===== src/rtl/uart_tx_arbiter_pkg.sv =====
// Shared types and default sizing for the UART transmit arbiter.
package uart_tx_arbiter_pkg;

  localparam int unsigned UART_DATA_WIDTH  = 8;
  localparam int unsigned UART_ARB_NUM_REQ = 4;
  localparam int unsigned UART_ARB_TIMEOUT = 255;

  typedef enum logic {
    S_IDLE  = 1'b0,
    S_GRANT = 1'b1
  } arb_state_t;

endpackage


===== src/rtl/uart_tx_arbiter_rr_picker.sv =====
// Round-robin picker: one-hot select of the first request strictly after ptr,
// wrapping around, plus an any-request flag.
module uart_rr_picker #(
  parameter int unsigned P_NUM_REQ = 4,
  parameter int unsigned P_PTR_W   = 2
) (
  input  logic [P_NUM_REQ-1:0] req,
  input  logic [P_PTR_W-1:0]   ptr,
  output logic [P_NUM_REQ-1:0] pick,
  output logic                 any
);

  logic               found;
  logic [P_PTR_W-1:0] idx;

  always_comb begin
    pick  = '0;
    found = 1'b0;
    idx   = '0;
    any   = |req;
    // Walk ptr+1 .. ptr+N so ptr itself is visited last (lowest priority).
    for (int unsigned i = 1; i <= P_NUM_REQ; i++) begin
      idx = P_PTR_W'((32'(ptr) + i) % P_NUM_REQ);
      if (!found && req[idx]) begin
        pick[idx] = 1'b1;
        found     = 1'b1;
      end
    end
  end

endmodule


===== src/rtl/uart_tx_arbiter.sv =====
// Packet-atomic round-robin arbiter sharing one UART transmitter byte port
// among P_NUM_REQ requesters, with forced release after an idle timeout.
module uart_tx_arbiter
  import uart_tx_arbiter_pkg::*;
#(
  parameter int unsigned P_UART_DATA_WIDTH = UART_DATA_WIDTH,
  parameter int unsigned P_NUM_REQ         = UART_ARB_NUM_REQ,
  parameter int unsigned P_IDLE_TIMEOUT    = UART_ARB_TIMEOUT
) (
  input  logic                                   i_u_clk,
  input  logic                                   i_u_rst,
  input  logic [P_NUM_REQ*P_UART_DATA_WIDTH-1:0] i_req_data,
  input  logic [P_NUM_REQ-1:0]                   i_req_valid,
  input  logic [P_NUM_REQ-1:0]                   i_req_last,
  output logic [P_NUM_REQ-1:0]                   o_req_ready,
  output logic [P_UART_DATA_WIDTH-1:0]           o_uart_tx_data,
  output logic                                   o_uart_tx_valid,
  input  logic                                   i_uart_tx_ready,
  output logic [P_NUM_REQ-1:0]                   o_grant,
  output logic                                   o_busy,
  output logic                                   o_timeout
);

  localparam int unsigned         LP_PTR_W    = (P_NUM_REQ > 1) ? $clog2(P_NUM_REQ) : 1;
  localparam int unsigned         LP_CNT_W    = $clog2(P_IDLE_TIMEOUT + 1);
  localparam logic [LP_CNT_W-1:0] LP_CNT_LAST = LP_CNT_W'(P_IDLE_TIMEOUT - 1);
  localparam logic [LP_CNT_W-1:0] LP_CNT_MAX  = '1;

  arb_state_t                   state_q, state_d;
  logic [P_NUM_REQ-1:0]         grant_q, grant_d;
  logic [P_NUM_REQ-1:0]         pick;
  logic                         pick_any;
  logic [LP_PTR_W-1:0]          ptr_q, ptr_d;
  logic [LP_PTR_W-1:0]          owner_idx;
  logic [LP_CNT_W-1:0]          cnt_q, cnt_d;
  logic                         timeout_q, timeout_d;
  logic [P_UART_DATA_WIDTH-1:0] own_data;
  logic                         own_valid;
  logic                         own_last;
  logic                         xfer;

  uart_rr_picker #(
    .P_NUM_REQ (P_NUM_REQ),
    .P_PTR_W   (LP_PTR_W)
  ) u_picker (
    .req  (i_req_valid),
    .ptr  (ptr_q),
    .pick (pick),
    .any  (pick_any)
  );

  // Owner selection follows the registered one-hot grant (all-zero when idle).
  always_comb begin
    own_data  = '0;
    owner_idx = '0;
    for (int unsigned k = 0; k < P_NUM_REQ; k++) begin
      if (grant_q[k]) begin
        own_data  = i_req_data[k*P_UART_DATA_WIDTH +: P_UART_DATA_WIDTH];
        owner_idx = LP_PTR_W'(k);
      end
    end
    own_valid = |(i_req_valid & grant_q);
    own_last  = |(i_req_last & grant_q);
    xfer      = (state_q == S_GRANT) && own_valid && i_uart_tx_ready;
  end

  assign o_uart_tx_valid = (state_q == S_GRANT) && own_valid;
  assign o_uart_tx_data  = (state_q == S_GRANT) ? own_data : '0;
  assign o_req_ready     = ((state_q == S_GRANT) && i_uart_tx_ready) ? grant_q : '0;
  assign o_grant         = grant_q;
  assign o_busy          = (state_q == S_GRANT);
  assign o_timeout       = timeout_q;

  always_comb begin
    state_d   = state_q;
    grant_d   = grant_q;
    ptr_d     = ptr_q;
    cnt_d     = cnt_q;
    timeout_d = 1'b0;
    unique case (state_q)
      S_IDLE: begin
        cnt_d = '0;
        if (pick_any) begin
          grant_d = pick;
          state_d = S_GRANT;
        end
      end
      S_GRANT: begin
        if (xfer) begin
          cnt_d = '0;
          if (own_last) begin
            state_d = S_IDLE;
            grant_d = '0;
            ptr_d   = owner_idx;
          end
        end else if (!own_valid) begin
          // Backpressure (valid high, ready low) neither counts nor clears.
          if (cnt_q == LP_CNT_LAST) begin
            state_d   = S_IDLE;
            grant_d   = '0;
            ptr_d     = owner_idx;
            cnt_d     = '0;
            timeout_d = 1'b1;
          end else if (cnt_q != LP_CNT_MAX) begin
            cnt_d = cnt_q + 1'b1;
          end
        end
      end
      default: begin
        state_d = S_IDLE;
        grant_d = '0;
      end
    endcase
  end

  always_ff @(posedge i_u_clk or posedge i_u_rst) begin
    if (i_u_rst) begin
      state_q   <= S_IDLE;
      grant_q   <= '0;
      ptr_q     <= LP_PTR_W'(P_NUM_REQ - 1);
      cnt_q     <= '0;
      timeout_q <= 1'b0;
    end else begin
      state_q   <= state_d;
      grant_q   <= grant_d;
      ptr_q     <= ptr_d;
      cnt_q     <= cnt_d;
      timeout_q <= timeout_d;
    end
  end

endmodule


===== config.mk =====
export PLATFORM = sky130hd
export DESIGN_NAME = uart_tx_arbiter
export DESIGN_NICKNAME = d
export VERILOG_FILES = /design/src/rtl/uart_tx_arbiter_pkg.sv /design/src/rtl/uart_tx_arbiter_rr_picker.sv /design/src/rtl/uart_tx_arbiter.sv
export SDC_FILE = /design/constraint.sdc
export NUM_CORES = 1
export LEC_CHECK = 0
export CORE_MARGIN = 8
export CORE_UTILIZATION = 25
export CTS_CLUSTER_DIAMETER = 120
export DETAILED_ROUTE_END_ITERATION = 12
export PLACE_DENSITY = 0.63
export SLEW_MARGIN = 30
export SYNTH_ARGS = -nofsm -noshare
export SYNTH_HDL_FRONTEND = slang
export SYNTH_HIERARCHICAL = 1
export SYNTH_SLANG_ARGS = --single-unit
export TNS_END_PERCENT = 1

===== constraint.sdc =====
create_clock -name i_u_clk -period 2.2 [get_ports i_u_clk]
set_input_delay 0.44 -clock i_u_clk [delete_from_list [all_inputs] [get_ports i_u_clk]]
set_output_delay 0.44 -clock i_u_clk [all_outputs]
set_load 0.005 [all_outputs]

# Word level (Yosys, flattened, before mapping)
# Cells that the tools add are included.
# Widths: inputs -> output; s select.
[word_totals]
rom_bits = 0
in_bits = 43
latch_bits = 0
output_inout_bits = 19
wordCells = 110
memories = 0
mem_bits_rw = 0
ff_bits = 16
[classes]
n_eq_ne = 9
add_sub_neg = 5
n_bitwise = 6
shifts = 0
mux = 57
n_div = 0
magnitude_cmp = 8
n_reduce_logical = 20
n_mul = 0
[op_table]
columns = ["cell", "count"]
rows = [
  ["$mux 8", 9],
  ["$mux 4", 10],
  ["$mux 1", 21],
  ["$pmux 8 s2", 1],
  ["$lt 2x3->1 const B", 4],
  ["$mux 2", 6],
  ["$or 4x4->4", 3],
  ["$reduce_or 4->1", 3],
  ["$logic_and 1x1->1", 10],
  ["$add 8x1->8 const B", 1],
  ["$and 4x4->4", 2],
  ["$bmux 1 s2", 4],
  ["$demux 1 s2", 4],
  ["$eq 8x8->1 const B", 1],
  ["$ge 2x1->1 const B", 4],
  ["$ne 8x8->1 const B", 1],
  ["$pmux 4 s2", 1],
  ["$reduce_and 4->1", 2],
  ["$add 2x1->2 const B", 2],
  ["$add 2x2->2 const B", 2],
  ["$ne 2x2->1 const B", 2],
  ["$ne 4x1->1 const B", 1],
  ["$logic_not 1->1", 3],
  ["$ne 3x1->1 const B", 1],
  ["other kinds (7)", 7],
]

# Longest topological paths before layout
[depth]
depth_word = 15
depth_mapped = 8
depth_no_buf = 7

# Hierarchy
# Netlist, hierarchy kept.
[modules_own_cells]
columns = ["mod", "seq_area_each_um2", "cells_per_inst", "area_each_um2", "n_inst"]
rows = [
  ["uart_tx_arbiter", 402.9, 132, 1212.4, 1],
  ["uart_rr_picker", 0.0, 39, 365.4, 1],
]

# Worst setup path after synthesis
# No wires, ideal clock.
[synth_path]
kind = "reg2reg"
from = "register ptr_q[0]"
to = "register grant_q[1], in the netlist o_grant[1]"
required_time_ns = 2.134
arrival_time_ns = 2.233
path_buffers = 0
stages_incl_launch_ff = 8
setup_time_ns = 0.066
path_slack_ns = -0.099
cell_sequence = "dfstp_2 > inv_1 > ha_1 > mux4_1 > nor4b_4 > nand2_1 > o211ai_1 > a22o_1"
[synth_via]
elab_chain_cells = 15
[synth_rtl]
columns = ["element", "line", "text"]
rows = [
  ["start: declaration", "uart_tx_arbiter.sv:33", "logic [LP_PTR_W-1:0] ptr_q, ptr_d;"],
  ["start signal: assignment", "uart_tx_arbiter.sv:120", "ptr_q <= LP_PTR_W'(P_NUM_REQ - 1);"],
  ["start signal: assignment", "uart_tx_arbiter.sv:126", "ptr_q <= ptr_d;"],
  ["parallel branches: the longest is 12 deep, another holds $lt 2x3->1", "--", ""],
  ["$mux 4 (*)", "uart_tx_arbiter_rr_picker.sv:24", "if (!found && req[idx]) begin"],
  ["net pick[1]", "uart_tx_arbiter.sv:31", "logic [P_NUM_REQ-1:0] pick;"],
  ["$mux 4 (*)", "uart_tx_arbiter.sv:83", "if (pick_any) begin"],
  ["$pmux 4 s2 (*)", "uart_tx_arbiter.sv:80", "unique case (state_q)"],
  ["end signal: assignment", "uart_tx_arbiter.sv:125", "grant_q <= grant_d;"],
  ["end: declaration", "uart_tx_arbiter.sv:30", "logic [P_NUM_REQ-1:0] grant_q, grant_d;"],
]
# Mark *: on every way through the listed nets, which the timed path passes. The select of a mux whose other input is x is not followed.
# A chain may end at the register's enable or synchronous reset.

# Worst setup path in the final report
[layout_path]
from = "register ptr_q[1]"
to = "register grant_q[1], in the netlist o_grant[1]"
# The elaborated chain is that of the path after synthesis.

==> summary.md <==
| Metric | Value |
|---|---|
| Layout cells sized above 1 | 20.6% |
| Post-Synth Adder-Cell Area | ~7.9% |
| Max_cap viols | 0 |
| PwrDens | about 1100 nW/um2 |
| Crit path capture type | register |
| Clk_lat worst skew | around 250 ps |
| Finished Layout Cells | 334 |
| Clock Tree Root | clkbuf_8 |
| Initial Util | about a quarter |
| Buffers on Ports | slightly above 60 |
| Setup Viol. Count Final | 1 |
| Crit Path Class | register to register |
| Row cnt | 29 |
| First-pass detailed-route iteration total | 4 |
| Remaining antenna violation count | 0 |
| Post-synthesis mux area share | between 8 and 9% |
| CTS max path bufs | 2 |
| Hold Crit Class | input port to asynchronous set/reset pin |
| Largest net degree at the start of global routing | 17 |
| Placer Congestion | 0.828 |
| Worst-Margin Slew | between 600 and 700 ps |
| Via Count | 1,755 |
| CTS sink count | 16 |
| Finished layout cell area | roughly 2500 um2 |
| VDD IR-drop max | 459 uV |
| Post-Place Cell Area | between 2000 and 2500 um2 |
| Mapped cell area | between 1500 and 2000 um2 |
| Placeable Area | between 6000 and 7000 um2 |
| Die area | approximately 9100 um2 |
| Synth async-reset ratio | between 90% and 100% |
| Final hold vios | 0 |
| Post-synthesis sequential area ratio | 25.5% |
| Largest family of logic cells by synthesized area | compound AO/OA/AOI/OAI gates |
| Simple-gate share of the synthesized area | 18.8% |
| Post-Syn Area per Cell | about 9 um2 |
| Critical path required time | around 2400 ps |
| Lkg Pwr | between 0.001 and 0.0015 uW |
| Total GRT Usage | between 10% and 20% |
| Final setup skew | 4.98 ps |
| Clk slew on worst S/H paths | around 70 ps |
| Via-to-Cell Ratio | 5.25 |
| Fillers | 630 |
| CP max FO | 4 |
| PnR worst setup slack | -15.4 ps |
| DRC | 0 |
| Reg2reg start | ptr_q[1] |
| I/O Pins | 62 |
| Count of cell types in the netlist | between 50 and 60 |
| Achievable Freq | between 400 and 500 MHz |
| Synth Area in XOR/XNOR | 0% |
| Crit. Startpoint | ptr_q[1] |
| Syn Inst Count | between 150 and 200 |
| Final wirelength | ~5500 um |
| RSZ-0062 raised after global routing | yes |
| Tcrit/Tclk final | 101% |
| DP Cell Count | about 320 |
| Commonest non-fill, non-tap cells in the layout | clkdlybuf4s50_1 (50), buf_4 (29), a21oi_1 (15) |
| Die Span Y | between 90 and 100 um |
| Most used DFF post-synth | dfrtp_1 |
| DR iter-0 viols | 80 |
| Initial antenna violation count | 0 |
| Most common cell after layout, fill and taps aside | clkdlybuf4s50_1 |
| Status | complete, but fails checks |
| Vias in the first global route | between 1,500 and 2,000 |
| Tmin final | approximately 2200 ps |
| First-pass GRT wire length | around 8400 um |
| Area Growth Syn to Fin | 61.0% |
| CTS tree | done |
| #FFs+latches synth | 16 |
| Die X-Extent | approximately 95 um |
| Post-synthesis compound-gate area fraction | ~33% |
| CP arrival | between 2000 and 2500 ps |
| Failing checks | negative setup slack |
| Max Slew Vio Count | 0 |
| Hpwl dp | 4410 um |
| Net count after synthesis | about 220 |
| H-tree level count | 1 |
| Final core occ | 40.7% |
| Startpoint type of the worst setup path | register |
| Routed length per instance | between 15 and 20 um |
| # diodes | 0 |
| NumNets Final | slightly above 300 |
| Slew headroom | between 50% and 60% |
| Grt ovf | 0 |
| Post-synth EDFFs | 0 |
| Ys Warns | 6 |
| Num CTS Buffers | 3 |
-- routing by layer --
layer	track usage (%)	wire length (um)	vias up
li1	-	-	850
met2	20.0	2930	35
met3	2.13	224	0
met5	0	0	-
met1	14.7	2390	870
met4	0.768	0	0
-- logic make-up after synthesis --
group                    after synthesis
AND/OR/NAND/NOR                       48
AO/OA/AOI/OAI                         68
buffers and inverters                 22
multiplexers                           7
flip-flops                            16
adder cells (fa/ha/maj)               10
-- what timing repair did --
item | CTS | global route
hold buffers | 0 | 0
buffers inserted | 1 | 5
setup endpoints to repair | 13 | 9
gates resized for setup | 8 | 7
pin swaps | 4 | 7
-- report_power, final --
part / switching (uW) / leakage (uW) / internal (uW)
clock: 105 / 0.0000288 / 159
combinational: 936 / 0.000909 / 1050
sequential: 121 / 0.000204 / 396
total: 1160 / 0.00114 / 1610
-- cells in the mapped netlist (5+ instances only) --
library cell  instances  share of area [%]
nand2_1              11                2.6
a22o_1                6                3.3
nor3b_1               5                2.4
a21oi_1              15                4.8
dfrtp_1              14                 22
ha_1                 10                7.9
o211ai_1              5                2.4
a22oi_1              11                5.2
nor2_1                6                1.4
o221ai_1              8                4.4
inv_1                13                3.1
-- registers in the layout, indices dropped and copies added (netlist names) --
signal / cells
cnt_q: 8
o_busy: 1
o_grant: 4
o_timeout: 1
ptr_q: 2
-- cell type report --
cell class                      instances  area (um2)  share of cell area (%)
Multi-Input combinational cell        133        1100                    43.3
Timing Repair Buffer                   90         833                    32.8
Sequential cell                        16         404                    15.9
Tap cell                               77        96.3                    3.79
Clock buffer                            4        55.1                    2.17
Inverter                               14        52.6                    2.07
-- through the flow --
stage / setup TNS (ps) / power (uW) / setup WS (ps) / hold WS [ps]
detailed placement: -1100 / 2480 / -203 / 580
global route: -281 / 2980 / -87.4 / 612
CTS: -45.1 / 2740 / -29.5 / 593
finish: -15.4 / 2770 / -15.4 / 588
floorplan: -55.9 / 1610 / -15.1 / 352
global placement: -840 / 2480 / -182 / 574
-- critical path: stages (launching register included) --
cell      delay (ps)
dfstp_2          540
inv_2             50
ha_4             280
mux4_2           540
nor4b_4          370
nand2_1           90
o211ai_1         110
a22o_1           180
-- path summary, 6_finish.rpt --
| path | cells after the start | slack (ps) | endpoint |
|---|---|---|---|
| min in group i_u_clk | 1 | 590 | cnt_q[6] |
| min | 2 | 590 | o_timeout |
| min reg2reg | 1 | 590 | cnt_q[6] |
| max in group asynchronous | 2 | 1160 | o_busy |
| max reg2reg | 7 | -20 | o_grant[1] |
| max | 7 | -20 | o_grant[1] |
No activity file was read; power rests on OpenSTA's default activity.
